File: src/rtl/shift_sequencer_reg.sv
// Datapath register with parallel load/hold and a multi-step sequenced
// operation (shift/rotate/arith-shift/inc/dec/clear), one step per clock.
module shift_sequencer_reg #(
  parameter int unsigned WIDTH   = 8,
  parameter int unsigned SHAMT_W = 3
) (
  input  logic               clk,
  input  logic               reset,
  input  logic [WIDTH-1:0]   din,
  input  logic               load,
  input  logic               start,
  input  logic [2:0]         op,
  input  logic [SHAMT_W-1:0] shamt,
  input  logic               sin,
  output logic [WIDTH-1:0]   dout,
  output logic               sout,
  output logic               busy,
  output logic               done,
  output logic               zero
);

  localparam logic [0:0] IDLE  = 1'b0;
  localparam logic [0:0] SHIFT = 1'b1;

  localparam logic [2:0] OP_SLL = 3'd0;
  localparam logic [2:0] OP_SRL = 3'd1;
  localparam logic [2:0] OP_ROL = 3'd2;
  localparam logic [2:0] OP_ROR = 3'd3;
  localparam logic [2:0] OP_SRA = 3'd4;
  localparam logic [2:0] OP_INC = 3'd5;
  localparam logic [2:0] OP_DEC = 3'd6;

  logic [0:0]         state, state_n;
  logic [SHAMT_W-1:0] count, count_n;
  logic [2:0]         op_q, op_n;
  logic [WIDTH-1:0]   dout_n;
  logic               sout_n;
  logic               busy_n;
  logic               done_n;
  logic [WIDTH-1:0]   step_val;
  logic               step_out;
  logic [WIDTH:0]     inc_sum;

  // One step of the latched operation applied to the current contents.
  always_comb begin
    step_val = dout;
    step_out = sout;
    inc_sum  = {1'b0, dout} + (WIDTH+1)'(1);
    case (op_q)
      OP_SLL: begin
        step_val = {dout[WIDTH-2:0], sin};
        step_out = dout[WIDTH-1];
      end
      OP_SRL: begin
        step_val = {sin, dout[WIDTH-1:1]};
        step_out = dout[0];
      end
      OP_ROL: begin
        step_val = {dout[WIDTH-2:0], dout[WIDTH-1]};
        step_out = dout[WIDTH-1];
      end
      OP_ROR: begin
        step_val = {dout[0], dout[WIDTH-1:1]};
        step_out = dout[0];
      end
      OP_SRA: begin
        step_val = {dout[WIDTH-1], dout[WIDTH-1:1]};
        step_out = dout[0];
      end
      OP_INC: begin
        step_val = inc_sum[WIDTH-1:0];
        step_out = inc_sum[WIDTH];
      end
      OP_DEC: begin
        step_val = dout - WIDTH'(1);
        step_out = (dout == '0);
      end
      default: begin
        step_val = '0;
        step_out = 1'b0;
      end
    endcase
  end

  // Next-state and registered-output logic.
  always_comb begin
    state_n = state;
    count_n = count;
    op_n    = op_q;
    dout_n  = dout;
    sout_n  = sout;
    done_n  = 1'b0;
    case (state)
      IDLE: begin
        if (load) begin
          dout_n = din;
        end else if (start) begin
          if (shamt == '0) begin
            done_n = 1'b1;
          end else begin
            op_n    = op;
            count_n = shamt;
            state_n = SHIFT;
          end
        end
      end
      default: begin
        if (load) begin
          dout_n  = din;
          count_n = '0;
          state_n = IDLE;
        end else begin
          dout_n  = step_val;
          sout_n  = step_out;
          count_n = count - SHAMT_W'(1);
          if (count == SHAMT_W'(1)) begin
            state_n = IDLE;
            done_n  = 1'b1;
          end
        end
      end
    endcase
    busy_n = (state_n == SHIFT);
  end

  always_ff @(posedge clk) begin
    if (!reset) begin
      state <= IDLE;
      count <= '0;
      op_q  <= OP_SLL;
      dout  <= '0;
      sout  <= 1'b0;
      busy  <= 1'b0;
      done  <= 1'b0;
    end else begin
      state <= state_n;
      count <= count_n;
      op_q  <= op_n;
      dout  <= dout_n;
      sout  <= sout_n;
      busy  <= busy_n;
      done  <= done_n;
    end
  end

  assign zero = (dout == '0);

endmodule

File: config.mk
export PLATFORM = sky130hd
export DESIGN_NAME = shift_sequencer_reg
export DESIGN_NICKNAME = d
export VERILOG_FILES = /design/src/rtl/shift_sequencer_reg.sv
export SDC_FILE = /design/constraint.sdc
export NUM_CORES = 1
export LEC_CHECK = 0
export CAP_MARGIN = 15
export CORE_MARGIN = 2
export CORE_UTILIZATION = 40
export DETAILED_ROUTE_END_ITERATION = 7
export PLACE_DENSITY = 0.77
export SYNTH_ARGS = -nofsm -noshare
export SYNTH_HDL_FRONTEND = slang
export SYNTH_SLANG_ARGS = --single-unit
File: constraint.sdc
create_clock -name clk -period 1.95 [get_ports clk]
set_clock_uncertainty 0.2 [all_clocks]
set_input_delay 0.39 -clock clk [delete_from_list [all_inputs] [get_ports clk]]
set_output_delay 0.39 -clock clk [all_outputs]
set_load 0.02 [all_outputs]
==> qor.csv <==
stage,metric,value,unit
final_layout,multi_input_area,1070,um2
placement,portBuffers,30,
clocking,numCtsBuffers,3,
route,first_pass_iters,6,
worst_setup_path,worstPathRequired,1.36,ns
clocking,clk_latency,0.26,ns
die,die_y,66.5,um
die,rows,22,
worst_setup_path,reg2reg_from,dout[0]$_SDFFE_PN0P_,
worst_setup_path,r2r_slack,0.07,ns
timing,holdWs,0.294,ns
yosys,synth-seq-area-share,21.8,%
pwr,switchingPower,0.000349,W
yosys,yosys-top-cells-area,"dfxtp_1, a21oi_1, ha_1",
yosys,synth.distinct_cells,59,
pwr,p_leak,0.864,nW
pwr,switching_share,33.1,%
yosys,synth_area_leader_cell,dfxtp_1,
clocking,clkSinkCount,17,
pwr,pwr-share-clk,26.9,%
yosys,synth.avg_cell_area,7.70,um2
worst_setup_path,cp_cell_sequence,"or4_4, nor4b_4, buf_4",
yosys,postSynthCellCount,203,
yosys,synth_edf_count,0,
timing,finalSetupViolations,1,
worst_setup_path,reg2reg_depth,6,
final_layout,synthToLayoutAreaGrowth,37.4,%
die,start_util,42.1,%
worst_setup_path,cp.arrival,1.60,ns
clocking,cts_setup_buffers,0,
timing,final_hold_viol_count,0,
die,core_area,3720,um2
timing,maxSlewViolCount,0,
timing,fin_crit_sh,112,%
worst_setup_path,end_kind,output pin,
worst_setup_path,crit_path_top_delay_cell,or4_4,
worst_hold_path,holdCritStartpoint,sout$_SDFFE_PN0P_,
pwr,max-vdd-ir-drop,508,uV
grt,grt_pass1_wl,7670,um
route,num_vias,1755,
pwr,p_seq_share,36.8,%
timing,clock.fmax,458,MHz
yosys,synth_seq_cells,17,
yosys,ys.flop_type,dfxtp_1,
route,wl_per_cell,16.0,um
grt,grt_max_degree,19,
yosys,netlist_area,1560,um2
grt,antenna_found_initial,0,
clocking,cts_root_buffer,clkbuf_8,
final_layout,n_antenna_cell,0,
timing,grt_setup_unrepaired,true,
grt,grt_overflow_total,0,
worst_setup_path,path_max_fanout,2,
clocking,htreeDepth,1,
pwr,total_power,0.00106,W
clocking,clock_path_buffers,2,
final_layout,layout-drive-gt1-share,22.0,%
grt,grt_pass1_vias,1544,
die,io_pins,31,
timing,fin_ws,-0.236,ns
placement,dp.final_hpwl,3630,um
worst_hold_path,hp-class,flop to flop,
pwr,internal_power,0.000706,W
worst_setup_path,crit_path_start,dout[5]$_SDFFE_PN0P_,
yosys,yosys.area.top_type_share,21.8,%
pwr,pwr_density_cell,491,nW/um2
final_layout,fillers,359,
route,drcViolationCount,0,
timing,finalWorstPathRequiredPeriod,2.19,ns
final_layout,seq_area,343,um2
route,avgViaCountPerCell,5.89,
yosys,syn_nets,227,
timing,worstMarginPinSlew,0.421,ns
die,chipWidth,66.5,um
status,violations,setup timing,
yosys,synthArstFlopShare,0,%
route,ant_nets,0,
route,drt-initial-drc-count,116,
status,outcome,"complete, but fails checks",
pwr,combPwrFrac,36.3,%
yosys,ys.warnings.count,0,
clocking,clk_pin_slew,0.07,ns
grt,track_usage,23.0,%
final_layout,final_net_count,275,
worst_setup_path,setup.worst_path.class,flop to output pin,
timing,maxSlewHeadroom,71.9,%
die,fp.dieArea,4430,um2
worst_setup_path,slowest_delay,0.55,ns
route,drt-total-wl,4760,um
clocking,cts_tree,yes,
placement,routabilityCongestion,0.926,
worst_setup_path,worst_setup_path_start_kind,flop,
worst_hold_path,min_path_cells,2,
flow_run,cap_violations,0,
[worst paths after layout]
check | end
worst min register to register | sout$_SDFFE_PN0P_
worst max-delay path | zero
worst min-delay path | sout$_SDFFE_PN0P_
worst max register to register | dout[4]$_SDFFE_PN0P_
[through the flow]
| stage | area (um2) | cells | setup TNS (ns) | setup WS [ns] | utilization [%] |
|---|---|---|---|---|---|
| after CTS | 2140 | 298 | -0.253 | -0.253 | 57.7 |
| after floorplan | 1570 | 203 | -0.187 | -0.126 | - |
| after global placement | 2110 | 294 | -1.08 | -0.474 | 56.7 |
| final | 2150 | 298 | -0.236 | -0.236 | 57.8 |
| after global routing | 2150 | 298 | -0.313 | -0.313 | 57.8 |
| after detailed placement | 2110 | 294 | -1.48 | -0.489 | 56.7 |
[power by group through the flow]
stage	clock, W	combinational [W]	sequential, W
after global placement	0	0.000380	0.000394
after global routing	0.000308	0.000415	0.000391
after detailed placement	0	0.000387	0.000396
after floorplan	0	0.000215	0.000404
final	0.000284	0.000383	0.000388
after CTS	0.000289	0.000379	0.000388
[cell usage after synthesis (all sizes together) (2+ instances only)]
| cell | number |
|---|---|
| inv | 12 |
| o21ai | 10 |
| a31oi | 6 |
| a211oi | 2 |
| o22ai | 2 |
| nand3 | 3 |
| nand2b | 8 |
| mux2i | 4 |
| nor2b | 2 |
| dfxtp | 17 |
| o211ai | 4 |
| nor4 | 4 |
| xnor2 | 3 |
| a21oi | 18 |
| nor3b | 6 |
| o211a | 4 |
| o31ai | 3 |
| nand4 | 2 |
| a221oi | 3 |
| nor3 | 5 |
| nand3b | 5 |
| clkbuf | 12 |
| and3b | 2 |
| nor2 | 11 |
| o311ai | 2 |
| o221ai | 3 |
| buf | 10 |
| nand2 | 11 |
| ha | 5 |
| and3 | 3 |
[registers in the layout, summed over array words and instances, names as in the netlist]
register	cells
dout	8
count	3
op_q	3
done	1
sout	1
state	1
[kinds of logic (layout without fill, tap and decap cells)]
family                   Yosys count  after routing  share of synthesized area (%)
multiplexers                       5              5                           4.00
adder cells (fa/ha/maj)            5              5                           4.00
AO/OA/AOI/OAI                     68             68                           30.3
flip-flops                        17             17                           21.8
buffers and inverters             35             82                           10.0
AND/OR/NAND/NOR                   70             70                           28.2
XOR/XNOR                           3              3                           1.68
[repair_timing]
item / in CTS / in global routing
gates resized for setup: 13 / 1
hold buffers: 0 / 0
pin swaps: 1 / 0
setup endpoints to repair: 9 / 2
[layer usage]
metal  share of wire, %  wire (um)  vias up  track usage [%]
li1                   -          -      855                -
met2                 47       2260       75             36.9
met4                1.2         59        0             4.08
met3                7.4        350        9             5.41
met1                 44       2090      816             31.6
met5                  0          0        -                0
[cells in the final DEF, fill, tap and decap left out, types with 4 or more instances in the layout]
cell / synthesis / layout
o21ai_0: 9 / 9
nor2_1: 11 / 11
nand2b_1: 8 / 8
buf_4: 2 / 34
dfxtp_1: 17 / 15
a21oi_1: 18 / 18
o211ai_1: 4 / 4
clkdlybuf4s50_1: 0 / 21
mux2i_1: 4 / 4
dlygate4sd2_1: 0 / 8
nor3b_1: 5 / 4
nor3_1: 4 / 4
nand3b_1: 5 / 5
a31oi_1: 5 / 5
nand2_1: 11 / 11
o211a_1: 4 / 4
inv_1: 12 / 12
ha_1: 5 / 5
[final cells by class]
| class | instances | area share (%) |
|---|---|---|
| clock inverter | 1 | 0.349 |
| multi-input combinational | 151 | 49.9 |
| clock buffer | 3 | 1.92 |
| tap | 48 | 2.80 |
| inverter | 13 | 2.27 |
| timing repair buffer | 65 | 26.8 |
| sequential | 17 | 16.0 |
[worst max-delay path: cells and delay by family (launching register included)]
family	cells	cell delay (ns)
buffers and inverters	1	0.19
DFF	1	0.32
and+or+nand+nor	2	0.82
No activity file was read; power rests on OpenSTA's default activity.
